===== config.mk =====
export PLATFORM = sky130hd
export DESIGN_NAME = ps2_rx_fifo
export DESIGN_NICKNAME = d
export VERILOG_FILES = /design/src/rtl/ps2_pkg.sv /design/src/rtl/ps2_sync_fifo.sv /design/src/rtl/ps2_rx_fifo.sv
export SDC_FILE = /design/constraint.sdc
export NUM_CORES = 1
export LEC_CHECK = 0
export ABC_AREA = 1
export CAP_MARGIN = 20
export CORE_ASPECT_RATIO = 1.2
export CORE_MARGIN = 3
export CORE_UTILIZATION = 65
export DETAILED_ROUTE_END_ITERATION = 6
export PLACE_DENSITY = 0.84
export SYNTH_ARGS = -nofsm -noshare
export SYNTH_HDL_FRONTEND = slang
export SYNTH_SLANG_ARGS = --single-unit

===== constraint.sdc =====
create_clock -name clk -period 7.06 [get_ports clk]
set_input_delay 1.765 -clock clk [delete_from_list [all_inputs] [get_ports clk]]
set_output_delay 1.765 -clock clk [all_outputs]
set_load 0.01 [all_outputs]

===== src/rtl/ps2_pkg.sv =====
// PS/2 receiver shared types: FSM states, prefix codes,
// and the key-event bundle stored in the FIFO.
package ps2_pkg;

  typedef enum logic [1:0] {
    ST_IDLE,
    ST_DATA,
    ST_PARITY,
    ST_STOP
  } ps2_state_e;

  localparam logic [7:0] PS2_EXT = 8'hE0;
  localparam logic [7:0] PS2_BRK = 8'hF0;

  typedef struct packed {
    logic       ext;
    logic       brk;
    logic [7:0] code;
  } ps2_event_t;

  // Odd parity over data plus parity bit.
  function automatic logic odd_ok(input logic [7:0] d,
                                  input logic       p);
    return ^{d, p};
  endfunction

endpackage


===== src/rtl/ps2_sync_fifo.sv =====
// Show-ahead synchronous FIFO with occupancy count;
// push is accepted when full if a pop happens in the same cycle.
module ps2_sync_fifo #(
  parameter int WIDTH = 10,
  parameter int DEPTH = 8
) (
  input  logic                     clk,
  input  logic                     reset,
  input  logic                     push_i,
  input  logic [WIDTH-1:0]         wdata_i,
  input  logic                     pop_i,
  output logic [WIDTH-1:0]         rdata_o,
  output logic                     valid_o,
  output logic                     full_o,
  output logic [$clog2(DEPTH):0]   count_o
);

  localparam int AW = $clog2(DEPTH);

  logic [WIDTH-1:0] mem_q [DEPTH];
  logic [AW-1:0]    wptr_q;
  logic [AW-1:0]    rptr_q;
  logic [AW:0]      cnt_q;
  logic             do_pop;
  logic             do_push;

  assign valid_o = (cnt_q != '0);
  assign full_o  = (cnt_q == (AW+1)'(DEPTH));
  assign do_pop  = pop_i && valid_o;
  assign do_push = push_i && (!full_o || do_pop);
  assign rdata_o = valid_o ? mem_q[rptr_q] : '0;
  assign count_o = cnt_q;

  // Storage array, written only on an accepted push.
  always_ff @(posedge clk) begin
    if (do_push) mem_q[wptr_q] <= wdata_i;
  end

  // Pointers and occupancy.
  always_ff @(posedge clk or posedge reset) begin
    if (reset) begin
      wptr_q <= '0;
      rptr_q <= '0;
      cnt_q  <= '0;
    end else begin
      if (do_push) wptr_q <= wptr_q + 1'b1;
      if (do_pop)  rptr_q <= rptr_q + 1'b1;
      if (do_push && !do_pop)      cnt_q <= cnt_q + 1'b1;
      else if (do_pop && !do_push) cnt_q <= cnt_q - 1'b1;
    end
  end

endmodule


===== src/rtl/ps2_rx_fifo.sv =====
// PS/2 keyboard receiver: sync, clock filter, frame FSM,
// E0/F0 prefix folding and a key-event FIFO.
module ps2_rx_fifo
  import ps2_pkg::*;
#(
  parameter int FILTER_LEN = 4,
  parameter int TIMEOUT    = 2500,
  parameter int FIFO_DEPTH = 8
) (
  input  logic                          clk,
  input  logic                          reset,
  input  logic                          ps2_clk,
  input  logic                          ps2_data,
  output logic                          key_valid,
  input  logic                          key_ready,
  output logic [7:0]                    key_code,
  output logic                          key_break,
  output logic                          key_ext,
  output logic [$clog2(FIFO_DEPTH):0]   fifo_count,
  output logic                          frame_err,
  output logic                          overflow
);

  localparam int FW = (FILTER_LEN > 2) ? $clog2(FILTER_LEN) : 1;
  localparam int TW = $clog2(TIMEOUT + 1);

  logic [1:0]    clk_s_q;
  logic [1:0]    dat_s_q;
  logic          fclk_q;
  logic [FW-1:0] flt_q;
  logic          fall_q;
  logic          sd;

  ps2_state_e    state_q, state_d;
  logic [2:0]    bit_q, bit_d;
  logic [7:0]    byte_q, byte_d;
  logic          par_q, par_d;
  logic [TW-1:0] tmo_q, tmo_d;
  logic          ext_q, ext_d;
  logic          brk_q, brk_d;
  logic          err_q, err_d;
  logic          ovf_q;
  logic          push;
  logic          pop;
  logic          full;
  ps2_event_t    wr_ev;
  ps2_event_t    head;

  assign sd = dat_s_q[1];

  // Two-flop synchronisers for the raw PS/2 lines.
  always_ff @(posedge clk or posedge reset) begin
    if (reset) begin
      clk_s_q <= 2'b11;
      dat_s_q <= 2'b11;
    end else begin
      clk_s_q <= {clk_s_q[0], ps2_clk};
      dat_s_q <= {dat_s_q[0], ps2_data};
    end
  end

  // Clock filter: follow the line after FILTER_LEN equal samples.
  always_ff @(posedge clk or posedge reset) begin
    if (reset) begin
      fclk_q <= 1'b1;
      flt_q  <= '0;
      fall_q <= 1'b0;
    end else begin
      fall_q <= 1'b0;
      if (clk_s_q[1] == fclk_q) begin
        flt_q <= '0;
      end else if (flt_q == FW'(FILTER_LEN - 1)) begin
        fclk_q <= clk_s_q[1];
        flt_q  <= '0;
        fall_q <= fclk_q;
      end else begin
        flt_q <= flt_q + 1'b1;
      end
    end
  end

  // Frame FSM next state, prefix flags and push decision.
  always_comb begin
    state_d = state_q;
    bit_d   = bit_q;
    byte_d  = byte_q;
    par_d   = par_q;
    tmo_d   = '0;
    ext_d   = ext_q;
    brk_d   = brk_q;
    err_d   = 1'b0;
    push    = 1'b0;
    if (state_q != ST_IDLE) begin
      tmo_d = fall_q ? '0 : tmo_q + 1'b1;
    end
    unique case (state_q)
      ST_IDLE: begin
        if (fall_q && !sd) begin
          state_d = ST_DATA;
          bit_d   = '0;
        end
      end
      ST_DATA: begin
        if (fall_q) begin
          byte_d[bit_q] = sd;
          bit_d = bit_q + 1'b1;
          if (bit_q == 3'd7) state_d = ST_PARITY;
        end
      end
      ST_PARITY: begin
        if (fall_q) begin
          par_d   = sd;
          state_d = ST_STOP;
        end
      end
      ST_STOP: begin
        if (fall_q) begin
          state_d = ST_IDLE;
          if (sd && odd_ok(byte_q, par_q)) begin
            if (byte_q == PS2_EXT) begin
              ext_d = 1'b1;
            end else if (byte_q == PS2_BRK) begin
              brk_d = 1'b1;
            end else begin
              push  = 1'b1;
              ext_d = 1'b0;
              brk_d = 1'b0;
            end
          end else begin
            err_d = 1'b1;
            ext_d = 1'b0;
            brk_d = 1'b0;
          end
        end
      end
      default: state_d = ST_IDLE;
    endcase
    if (state_q != ST_IDLE && !fall_q &&
        tmo_q == TW'(TIMEOUT - 1)) begin
      state_d = ST_IDLE;
      tmo_d   = '0;
      err_d   = 1'b1;
      ext_d   = 1'b0;
      brk_d   = 1'b0;
    end
  end

  // Frame FSM and status pulse registers.
  always_ff @(posedge clk or posedge reset) begin
    if (reset) begin
      state_q <= ST_IDLE;
      bit_q   <= '0;
      byte_q  <= '0;
      par_q   <= 1'b0;
      tmo_q   <= '0;
      ext_q   <= 1'b0;
      brk_q   <= 1'b0;
      err_q   <= 1'b0;
      ovf_q   <= 1'b0;
    end else begin
      state_q <= state_d;
      bit_q   <= bit_d;
      byte_q  <= byte_d;
      par_q   <= par_d;
      tmo_q   <= tmo_d;
      ext_q   <= ext_d;
      brk_q   <= brk_d;
      err_q   <= err_d;
      ovf_q   <= push && full && !pop;
    end
  end

  assign wr_ev = '{ext: ext_q, brk: brk_q, code: byte_q};
  assign pop   = key_valid && key_ready;

  ps2_sync_fifo #(
    .WIDTH ($bits(ps2_event_t)),
    .DEPTH (FIFO_DEPTH)
  ) u_fifo (
    .clk     (clk),
    .reset   (reset),
    .push_i  (push),
    .wdata_i (wr_ev),
    .pop_i   (pop),
    .rdata_o (head),
    .valid_o (key_valid),
    .full_o  (full),
    .count_o (fifo_count)
  );

  assign key_code  = head.code;
  assign key_break = head.brk;
  assign key_ext   = head.ext;
  assign frame_err = err_q;
  assign overflow  = ovf_q;

endmodule


==> results.json, run 1 <==
{
  "core.rowCount": 36,
  "initial_core_util": 0.6835,
  "synth_top_family_by_area": "simple AND/OR/NAND/NOR gates",
  "hp-class": "reg -> reg",
  "slew_viol_final": 0,
  "worstSetupPathType": "reg -> out",
  "dp.cells": 665,
  "dieArea_sq_um": 9926,
  "fillers": 465,
  "hpwl_um": 7694,
  "synth_seq_cells": 128,
  "wl_um": 12580,
  "ff_latch_area_sq_um": 3610,
  "p_switching_uw": 885.0,
  "yosysUniqueCellTypes": 37,
  "syn_area_sq_um": 5695,
  "hold_slack_ps": 352.5,
  "antenna_cells": 0,
  "die_x_um": 91.45,
  "skew_ps": 7.758,
  "via_per_inst": 5.933,
  "fin_util": 0.8039,
  "avgSynthCellArea_sq_um": 10.43,
  "grt_usage": 0.2648,
  "synthSimpleGateAreaFrac": 0.1612,
  "ir_drop_uv": 269.2,
  "vias": 4147,
  "yosysTopAreaCell": "edfxtp_1",
  "synth_mux_area_frac": 0,
  "fp.dieH_um": 108.5,
  "comb_power_share": 0.309,
  "hold_buffers": 0,
  "clockBufferDepth": 2,
  "startpoint_type": "register",
  "avgRoutedWirePerCell_um": 18.00,
  "first_global_vias": 4057,
  "clkTransAtPathRegs_ps": 60,
  "async_flop_share": 0.3750,
  "clk-insertion-delay-late_ps": 520,
  "pin_count": 22,
  "synth_top_area_share": 0.4218,
  "ys_seq_area_frac": 0.6338,
  "place.gp.congestion": 0.8651,
  "syn_nets": 566,
  "crit_arrival_ps": 3120,
  "tns_ps": 0,
  "clockRootBuffer": "clkbuf_8",
  "grt.overflow.total": 0,
  "cts_tree": "yes",
  "drive_gt1_frac": 0.1128,
  "relSlewSlack": 0.3243,
  "finalNetCount": 593,
  "grt_max_degree": 49,
  "max-cap-violations": 0,
  "synthAdderAreaFrac": 0.03427,
  "setup_viol": 0,
  "antenna_found_initial": 0,
  "synth_compound_area_frac": 0.1068,
  "rsz0062_at_grt": "false",
  "synthCells": 546,
  "endpoint_kind": "primary output",
  "area_delta_synth_final_pct": 17.62,
  "cellLeakagePower_nw": 2.731,
  "final_hold_viol_count": 0,
  "clockPowerShare": 0.343,
  "critPathRequiredTime_ps": 5300,
  "antenna_left": 0,
  "pwr-share-seq": 0.348,
  "p_sw_frac": 0.3283,
  "cts_sinks": 128,
  "fmax_mhz": 204.9,
  "cts_resized": 0,
  "grt_pass1_wl_um": 19970,
  "synth_edf_count": 80,
  "synth_warnings": 0,
  "coreArea_sq_um": 8333,
  "fin_cells": 699,
  "fin_crit_ps": 4882,
  "crit_fanout": 22,
  "postCtsSetupRepairBufs": 0,
  "synthXorXnorAreaFrac": 0.01538,
  "drtIter0Drc": 417,
  "outcome": "finished clean",
  "finalCritPeriodShare": 0.6914,
  "ys.flop_type": "edfxtp_1",
  "drc_errors": 0,
  "tightest_slew_ps": 1008,
  "p_per_area_nw_per_um2": 402.4,
  "portBuffers": 21,
  "multiInputGateArea_sq_um": 1844,
  "ys_top_cells_by_area": "edfxtp_1 (42%), dfrtp_1 (19%), nor2_1 (5.7%)",
  "power.internal_mw": 1.810,
  "numCtsBuffers": 17,
  "cts.htree.levels": 4,
  "dr.pass1.iters": 5
}
-- flip-flops by register name (all words and copies together) (netlist names) --
name / cells
u_fifo.wptr_q: 3
fall_q: 1
bit_q: 3
u_fifo.mem_q: 80
fclk_q: 1
byte_q: 8
clk_s_q: 2
ext_q: 1
overflow: 1
dat_s_q: 2
flt_q: 2
u_fifo.rptr_q: 3
tmo_q: 12
par_q: 1
u_fifo.count_o: 4
brk_q: 1
frame_err: 1
state_q: 2
-- cell families (layout without fill, tap and decap cells) --
kind of cell    Yosys count  in the layout
xor+xnor                 10             10
buf+inv                  71            110
compound gates          113            113
simple gates            209            209
flops                   128            128
fa+ha+maj                15             15
-- per-layer routing --
| metal | track usage | routed length [um] | share of wire |
|---|---|---|---|
| met1 | 0.3123 | 4923 | 0.39 |
| met2 | 0.4695 | 6610 | 0.53 |
| met4 | 0.1239 | 371 | 0.029 |
| met5 | 0 | 0 | 0 |
| met3 | 0.04941 | 674 | 0.054 |
-- worst max-delay path, stage by stage, from the launching register on --
cell and delay, ps:
dfrtp_1 630, inv_1 610, o21ai_0 220, o22ai_1 190, o21ai_0 100, a31oi_1 260, clkdlybuf4s50_1 590
-- power groups by stage --
| stage | clock network [mW] | logic, mW | registers, mW |
|---|---|---|---|
| 2_1_floorplan | 0 | 0.540 | 0.925 |
| 3_3_place_gp | 0 | 0.760 | 0.944 |
| 3_5_place_dp | 0 | 0.796 | 0.950 |
| 4_1_cts | 0.924 | 0.809 | 0.937 |
| 5_1_grt | 0.966 | 0.928 | 0.950 |
| 6_report | 0.924 | 0.833 | 0.939 |
-- path summary, 6_finish.rpt --
check                                             start                             to  slack (ps)  cells past startpoint
setup / recovery           u_fifo.rptr_q[1]$_DFFE_PP0N_                        key_ext        2180                      6
hold reg to reg                    clk_s_q[0]$_DFF_PP1_           clk_s_q[1]$_DFF_PP1_         350                      0
setup reg to reg                  byte_q[2]$_DFFE_PP0P_  u_fifo.count_o[3]$_DFFE_PP0P_        3780                     16
min in group asynchronous                         reset   u_fifo.wptr_q[1]$_DFFE_PP0P_        1790                      2
hold / removal                     clk_s_q[0]$_DFF_PP1_           clk_s_q[1]$_DFF_PP1_         350                      0
max in group asynchronous                         reset            tmo_q[10]$_DFF_PP0_        4670                      2
-- layout by cell type (no fill, tap or decap), types with 5 or more instances in the layout --
cell type	instances
nor2_1	87
dfrtp_1	43
dfstp_2	5
edfxtp_1	80
nand3_1	15
a21oi_1	15
bufinv_16	5
inv_1	45
xnor2_1	6
nor3_1	8
nand2_1	67
clkdlybuf4s50_1	21
clkbuf_16	16
inv_2	7
o22ai_1	10
nor3_2	8
ha_1	14
o21ai_0	62
a31oi_1	20
-- Yosys cell counts (5+ instances only) --
cell      instances
a21oi_1          15
a31oi_1          20
clkbuf_1         14
dfrtp_1          43
dfstp_2           5
edfxtp_1         80
ha_1             14
inv_1            46
inv_2             6
nand2_1          67
nand3_1          15
nor2_1           87
nor3_1           15
o21ai_0          62
o22ai_1          10
xnor2_1           6
-- per-stage QoR --
stage | area (sq um) | worst slack (ps) | power, mW
2_1_floorplan | 5695 | 3617 | 1.465
3_3_place_gp | 6021 | 2909 | 1.704
3_5_place_dp | 6021 | 2775 | 1.746
4_1_cts | 6649 | 2228 | 2.671
5_1_grt | 6699 | 2022 | 2.843
6_report | 6699 | 2178 | 2.695
-- layout make-up --
class,instances,share of cell area
multi-input combinational,347,0.2753
sequential,128,0.5388
clock inverter,14,0.03194
timing repair buffer,26,0.04109
tap,114,0.02129
clock buffer,17,0.06182
inverter,53,0.02970
Note: power is estimated with default switching activity, not from simulation.
==> inputs of run 2 (changes only) <==
--- a/config.mk
+++ b/config.mk
@@ -9,9 +9,9 @@
 export CAP_MARGIN = 20
 export CORE_ASPECT_RATIO = 1.2
 export CORE_MARGIN = 3
-export CORE_UTILIZATION = 65
+export CORE_UTILIZATION = 60
 export DETAILED_ROUTE_END_ITERATION = 6
-export PLACE_DENSITY = 0.84
+export PLACE_DENSITY = 0.79
 export SYNTH_ARGS = -nofsm -noshare
 export SYNTH_HDL_FRONTEND = slang
 export SYNTH_SLANG_ARGS = --single-unit
==> constraint.sdc (replaced) <==
create_clock -name clk -period 5.1 [get_ports clk]
set_input_delay 1.275 -clock clk [delete_from_list [all_inputs] [get_ports clk]]
set_output_delay 1.275 -clock clk [all_outputs]
set_load 0.01 [all_outputs]
==> run 2 against run 1 <==
Sequential share of layout area rose by 0.48 points; die area rose by 7.8%; global-route usage fell by 1.9 points; final area fell by 0.88%; worst hold slack improved by 5.2 ps; register-to-register slack got worse by 1700 ps; worst setup slack got worse by 1400 ps; power rose by 32%; final cell count rose by 1.9%; largest cell class unchanged.
==> results.json, run 2 (same netlist as run 1, synthesis figures left out) <==
{
  "cts_resized": 0,
  "numCtsBuffers": 17,
  "hp-class": "reg -> reg",
  "endpoint_kind": "primary output",
  "fin_crit_ps": 4274,
  "setup_ws_ps": 826.0,
  "rsz0062_at_grt": "false",
  "grt_pass1_wl_um": 19600,
  "worstSetupPathType": "reg -> out",
  "p_per_area_nw_per_um2": 536.6,
  "clk-insertion-delay-late_ps": 530,
  "drtIter0Drc": 370,
  "grt_usage": 0.2458,
  "coreArea_sq_um": 9129,
  "top_register": "u_fifo.mem_q",
  "max-cap-violations": 0,
  "crit_fanout": 22,
  "antenna_left": 0,
  "via_per_inst": 5.823,
  "area_delta_synth_final_pct": 16.59,
  "place.gp.congestion": 0.8238,
  "power.total_mw": 3.563,
  "largest_reg_flops": 80,
  "critPathRequiredTime_ps": 3830,
  "portBuffers": 21,
  "skew_ps": 6.178,
  "first_global_vias": 4054,
  "mostFrequentLayoutCells": "nor2_1 (87), edfxtp_1 (80), nand2_1 (67), o21ai_0 (62), inv_1 (45)",
  "avgRoutedWirePerCell_um": 16.75,
  "antenna_found_initial": 0,
  "vias": 4146,
  "ir_drop_uv": 348.5,
  "antenna_cells": 0,
  "final_common_cell": "nor2_1",
  "pin_count": 22,
  "die_x_um": 94.94,
  "pre_cts_slack_ps": 1436,
  "hpwl_um": 7534,
  "fmax_mhz": 234.0,
  "clkTransAtPathRegs_ps": 60,
  "crit_arrival_ps": 3000,
  "grt_max_degree": 49,
  "initial_core_util": 0.6239,
  "reg_top3": "u_fifo.mem_q x80, tmo_q x12, byte_q x8",
  "relSlewSlack": 0.3567,
  "hold_buffers": 0,
  "postCtsSetupRepairBufs": 0,
  "wl_um": 11920,
  "final_hold_viol_count": 0,
  "finalNetCount": 599,
  "slew_viol_final": 0,
  "finalCritPeriodShare": 0.8380,
  "cts_sinks": 128,
  "outcome": "finished clean",
  "clockBufferDepth": 2,
  "startpoint_type": "register",
  "cts.htree.levels": 4,
  "cellLeakagePower_nw": 2.718,
  "grt.overflow.total": 0,
  "cts_tree": "yes",
  "drive_gt1_frac": 0.1098,
  "core.rowCount": 38,
  "clockRootBuffer": "clkbuf_8",
  "tns_ps": 0,
  "drc_errors": 0,
  "dieArea_sq_um": 10700,
  "tightest_slew_ps": 963.6,
  "fp.dieH_um": 112.7,
  "setup_viol": 0,
  "dr.pass1.iters": 5
}
[run 2: layout make-up]
cell class	instances	area (sq um)
Clock inverter	15	145.1
Clock buffer	17	414.1
Inverter	53	198.9
Sequential cell	128	3610
Multi-Input combinational cell	347	1809
Fill cell	597	2489
Tap cell	120	150.1
Timing Repair Buffer	32	312.8
[run 2: per-stage QoR]
step / utilization / cell area [sq um] / std cells / hold WS (ps)
after floorplan: - / 5695 / 546 / 345.2
after global placement: 0.6631 / 6053 / 679 / 346.1
after detailed placement: 0.6631 / 6053 / 679 / 349.1
after CTS: 0.7244 / 6613 / 711 / 357.7
after global routing: 0.7274 / 6640 / 712 / 358.8
final: 0.7274 / 6640 / 712 / 357.7
[run 2: power by group]
part | leakage [nW] | internal [mW] | switching, mW
Combinational | 1.01 | 0.483 | 0.674
Sequential | 1.43 | 1.19 | 0.0834
Clock | 0.269 | 0.690 | 0.443
[run 2: final timing paths]
kind | startpoint | to | slack (ps) | depth (start not counted)
worst max-delay path | u_fifo.rptr_q[1]$_DFFE_PP0N_ | key_code[7] | 830 | 7
worst min-delay path | dat_s_q[0]$_DFF_PP1_ | dat_s_q[1]$_DFF_PP1_ | 360 | 0
worst max register to register | byte_q[2]$_DFFE_PP0P_ | u_fifo.count_o[3]$_DFFE_PP0P_ | 2100 | 17
worst min register to register | dat_s_q[0]$_DFF_PP1_ | dat_s_q[1]$_DFF_PP1_ | 360 | 0
max in group asynchronous | reset | par_q$_DFFE_PP0P_ | 3210 | 2
min in group asynchronous | reset | u_fifo.count_o[1]$_DFFE_PP0P_ | 1290 | 2
[run 2: routing by layer]
| layer | GRT usage | up-vias | wire length [um] |
|---|---|---|---|
| met5 | 0 | - | 0 |
| met2 | 0.3951 | 162 | 6160 |
| li1 | - | 1948 | - |
| met3 | 0.07114 | 34 | 676 |
| met1 | 0.3126 | 2002 | 4764 |
| met4 | 0.1030 | 0 | 320 |
[run 2: critical path, cell delays in order (launching register included)]
cell	delay, ps
dfrtp_1	370
buf_4	220
inv_1	550
o21ai_0	230
o22ai_1	210
o21ai_0	140
a31oi_1	190
clkdlybuf4s50_1	560
==> inputs of run 3 (changes only) <==
--- a/config.mk
+++ b/config.mk
@@ -9,9 +9,9 @@
 export CAP_MARGIN = 20
 export CORE_ASPECT_RATIO = 1.2
 export CORE_MARGIN = 3
-export CORE_UTILIZATION = 60
+export CORE_UTILIZATION = 55
 export DETAILED_ROUTE_END_ITERATION = 6
-export PLACE_DENSITY = 0.79
+export PLACE_DENSITY = 0.76
 export SYNTH_ARGS = -nofsm -noshare
 export SYNTH_HDL_FRONTEND = slang
 export SYNTH_SLANG_ARGS = --single-unit
==> constraint.sdc (replaced) <==
create_clock -name clk -period 3.49 [get_ports clk]
set_input_delay 0.8725 -clock clk [delete_from_list [all_inputs] [get_ports clk]]
set_output_delay 0.8725 -clock clk [all_outputs]
set_load 0.01 [all_outputs]
==> run 3 against run 2 <==
Wire length shrank 4.7%; clock power grew 53%; worst setup slack lost 660 ps; sequential power grew 47%; die area grew 8.6%; largest cell class unchanged; largest power group unchanged.
==> results.json, run 3 (same netlist as run 1, synthesis figures left out) <==
{
  "endpoint_kind": "primary output",
  "via_per_inst": 5.525,
  "rr_worst_depth": 17,
  "place.gp.congestion": 0.8343,
  "p_per_area_nw_per_um2": 788.9,
  "critPathRequiredTime_ps": 2620,
  "postCtsSetupRepairBufs": 0,
  "crit_arrival_ps": 2450,
  "drive_gt1_frac": 0.1208,
  "cellLeakagePower_nw": 2.764,
  "finalNetCount": 603,
  "place_area_sq_um": 6098,
  "max-cap-violations": 0,
  "holdPathStages": 0,
  "numCtsBuffers": 17,
  "top_register": "u_fifo.mem_q",
  "initial_core_util": 0.5662,
  "worstSetupPathType": "reg -> out",
  "reg_top3": "u_fifo.mem_q x80, tmo_q x12, byte_q x8",
  "path_cells": "inv_1 -> buf_4 -> o21ai_0 -> o22ai_1 -> o21ai_0 -> a31oi_1 -> clkdlybuf4s50_1",
  "slew_viol_final": 0,
  "drtIter0Drc": 303,
  "drc_errors": 0,
  "vias": 3989,
  "clkTransAtPathRegs_ps": 60,
  "hold_slack_ps": 355.8,
  "tns_ps": 0,
  "first_global_vias": 4015,
  "grt.overflow.total": 0,
  "cp.buffers_inverters": 3,
  "rsz0062_at_grt": "false",
  "reg2reg_slack_ps": 550,
  "hold_buffers": 0,
  "antenna_left": 0,
  "dp.cells": 690,
  "cts_tree": "yes",
  "cts_sinks": 128,
  "clk-insertion-delay-late_ps": 420,
  "coreArea_sq_um": 10060,
  "die_x_um": 98.90,
  "max_stage_delay_ps": 560,
  "dieArea_sq_um": 11620,
  "relSlewSlack": 0.3710,
  "grt_usage": 0.2129,
  "skew_ps": 7.520,
  "hold_start": "dat_s_q[0]$_DFF_PP1_",
  "portBuffers": 21,
  "antenna_cells": 0,
  "fillers": 722,
  "area_delta_synth_final_pct": 17.51,
  "clockBufferDepth": 2,
  "cts_resized": 0,
  "power.total_mw": 5.280,
  "fin_crit_ps": 3323,
  "r2r_start": "byte_q[3]$_DFFE_PP0P_",
  "final_common_cell": "nor2_1",
  "fp.dieH_um": 117.5,
  "ir_drop_uv": 428.1,
  "wl_um": 11360,
  "pin_count": 22,
  "crit_family": "buffers and inverters",
  "cp_common_cell": "o21ai_0",
  "setup_viol": 0,
  "outcome": "finished clean",
  "reg2reg_to": "u_fifo.count_o[3]$_DFFE_PP0P_",
  "stdcell_area_sq_um": 6693,
  "hpwl_um": 7315,
  "mostFrequentLayoutCells": "nor2_1 (87), edfxtp_1 (80), nand2_1 (67), o21ai_0 (62), inv_1 (44)",
  "startpoint_type": "register",
  "grt_pass1_wl_um": 19110,
  "tightest_slew_ps": 942.2,
  "finalCritPeriodShare": 0.9523,
  "cts.htree.levels": 4,
  "dr.pass1.iters": 5,
  "cp_slowest_cell": "clkdlybuf4s50_1",
  "grt_max_degree": 48,
  "largest_reg_flops": 80,
  "critPathLaunch": "u_fifo.rptr_q[0]$_DFFE_PP0N_",
  "clockRootBuffer": "clkbuf_16",
  "avgRoutedWirePerCell_um": 15.74,
  "hp-class": "reg -> reg",
  "crit_fanout": 40,
  "hold_path_end": "dat_s_q[1]$_DFF_PP1_",
  "antenna_found_initial": 0,
  "final_hold_viol_count": 0,
  "core.rowCount": 40,
  "fin_cells": 722,
  "fmax_mhz": 300.9
}
==> run 3: changes by cell type in the layout (fill, tap and decap cells not counted), sizes merged <==
cell,previous run,this run
clkinvlp,3,4
inv,53,52
buf,11,15
clkbuf,17,19
clkinv,10,8
==> run 3: worst max-delay path by stage <==
stage / endpoint / slack, ps / cells past startpoint
after floorplan: u_fifo.count_o[3]$_DFFE_PP0P_ / 940 / 15
after global placement: u_fifo.count_o[3]$_DFFE_PP0P_ / 290 / 16
after detailed placement: u_fifo.count_o[3]$_DFFE_PP0P_ / 190 / 16
after CTS: key_code[2] / 130 / 6
after global routing: key_code[2] / 20 / 7
final: key_code[2] / 170 / 7
==> run 3: stage by stage <==
| stage | worst slack, ps | util |
|---|---|---|
| global placement | 289.2 | 0.6062 |
| CTS | 129.5 | 0.6649 |
| global route | 17.78 | 0.6653 |
| detailed placement | 190.9 | 0.6062 |
| floorplan | 939.8 | - |
| finish | 166.6 | 0.6653 |
==> run 3: report_power, final <==
group | internal, mW | switching, mW
logic | 0.698 | 0.982
registers | 1.74 | 0.129
clock network | 1.09 | 0.644
total | 3.52 | 1.76
==> run 3: cell type report <==
cell class / count / area, sq um / share of cell area
inverters: 53 / 202.7 / 0.03029
flip-flops and latches: 128 / 3610 / 0.5394
multi-input cells: 347 / 1809 / 0.2703
repair buffers: 36 / 322.8 / 0.04823
well taps: 126 / 157.7 / 0.02356
clock inverters: 13 / 137.6 / 0.02056
clock buffers: 19 / 452.9 / 0.06768
==> run 3: layer usage <==
| metal | GRT usage | vias up | wire (um) |
|---|---|---|---|
| met1 | 0.2495 | 1901 | 4562 |
| li1 | - | 1970 | - |
| met3 | 0.06343 | 18 | 494 |
| met4 | 0.07600 | 0 | 205 |
| met5 | 0 | - | 0 |
| met2 | 0.3681 | 100 | 6101 |
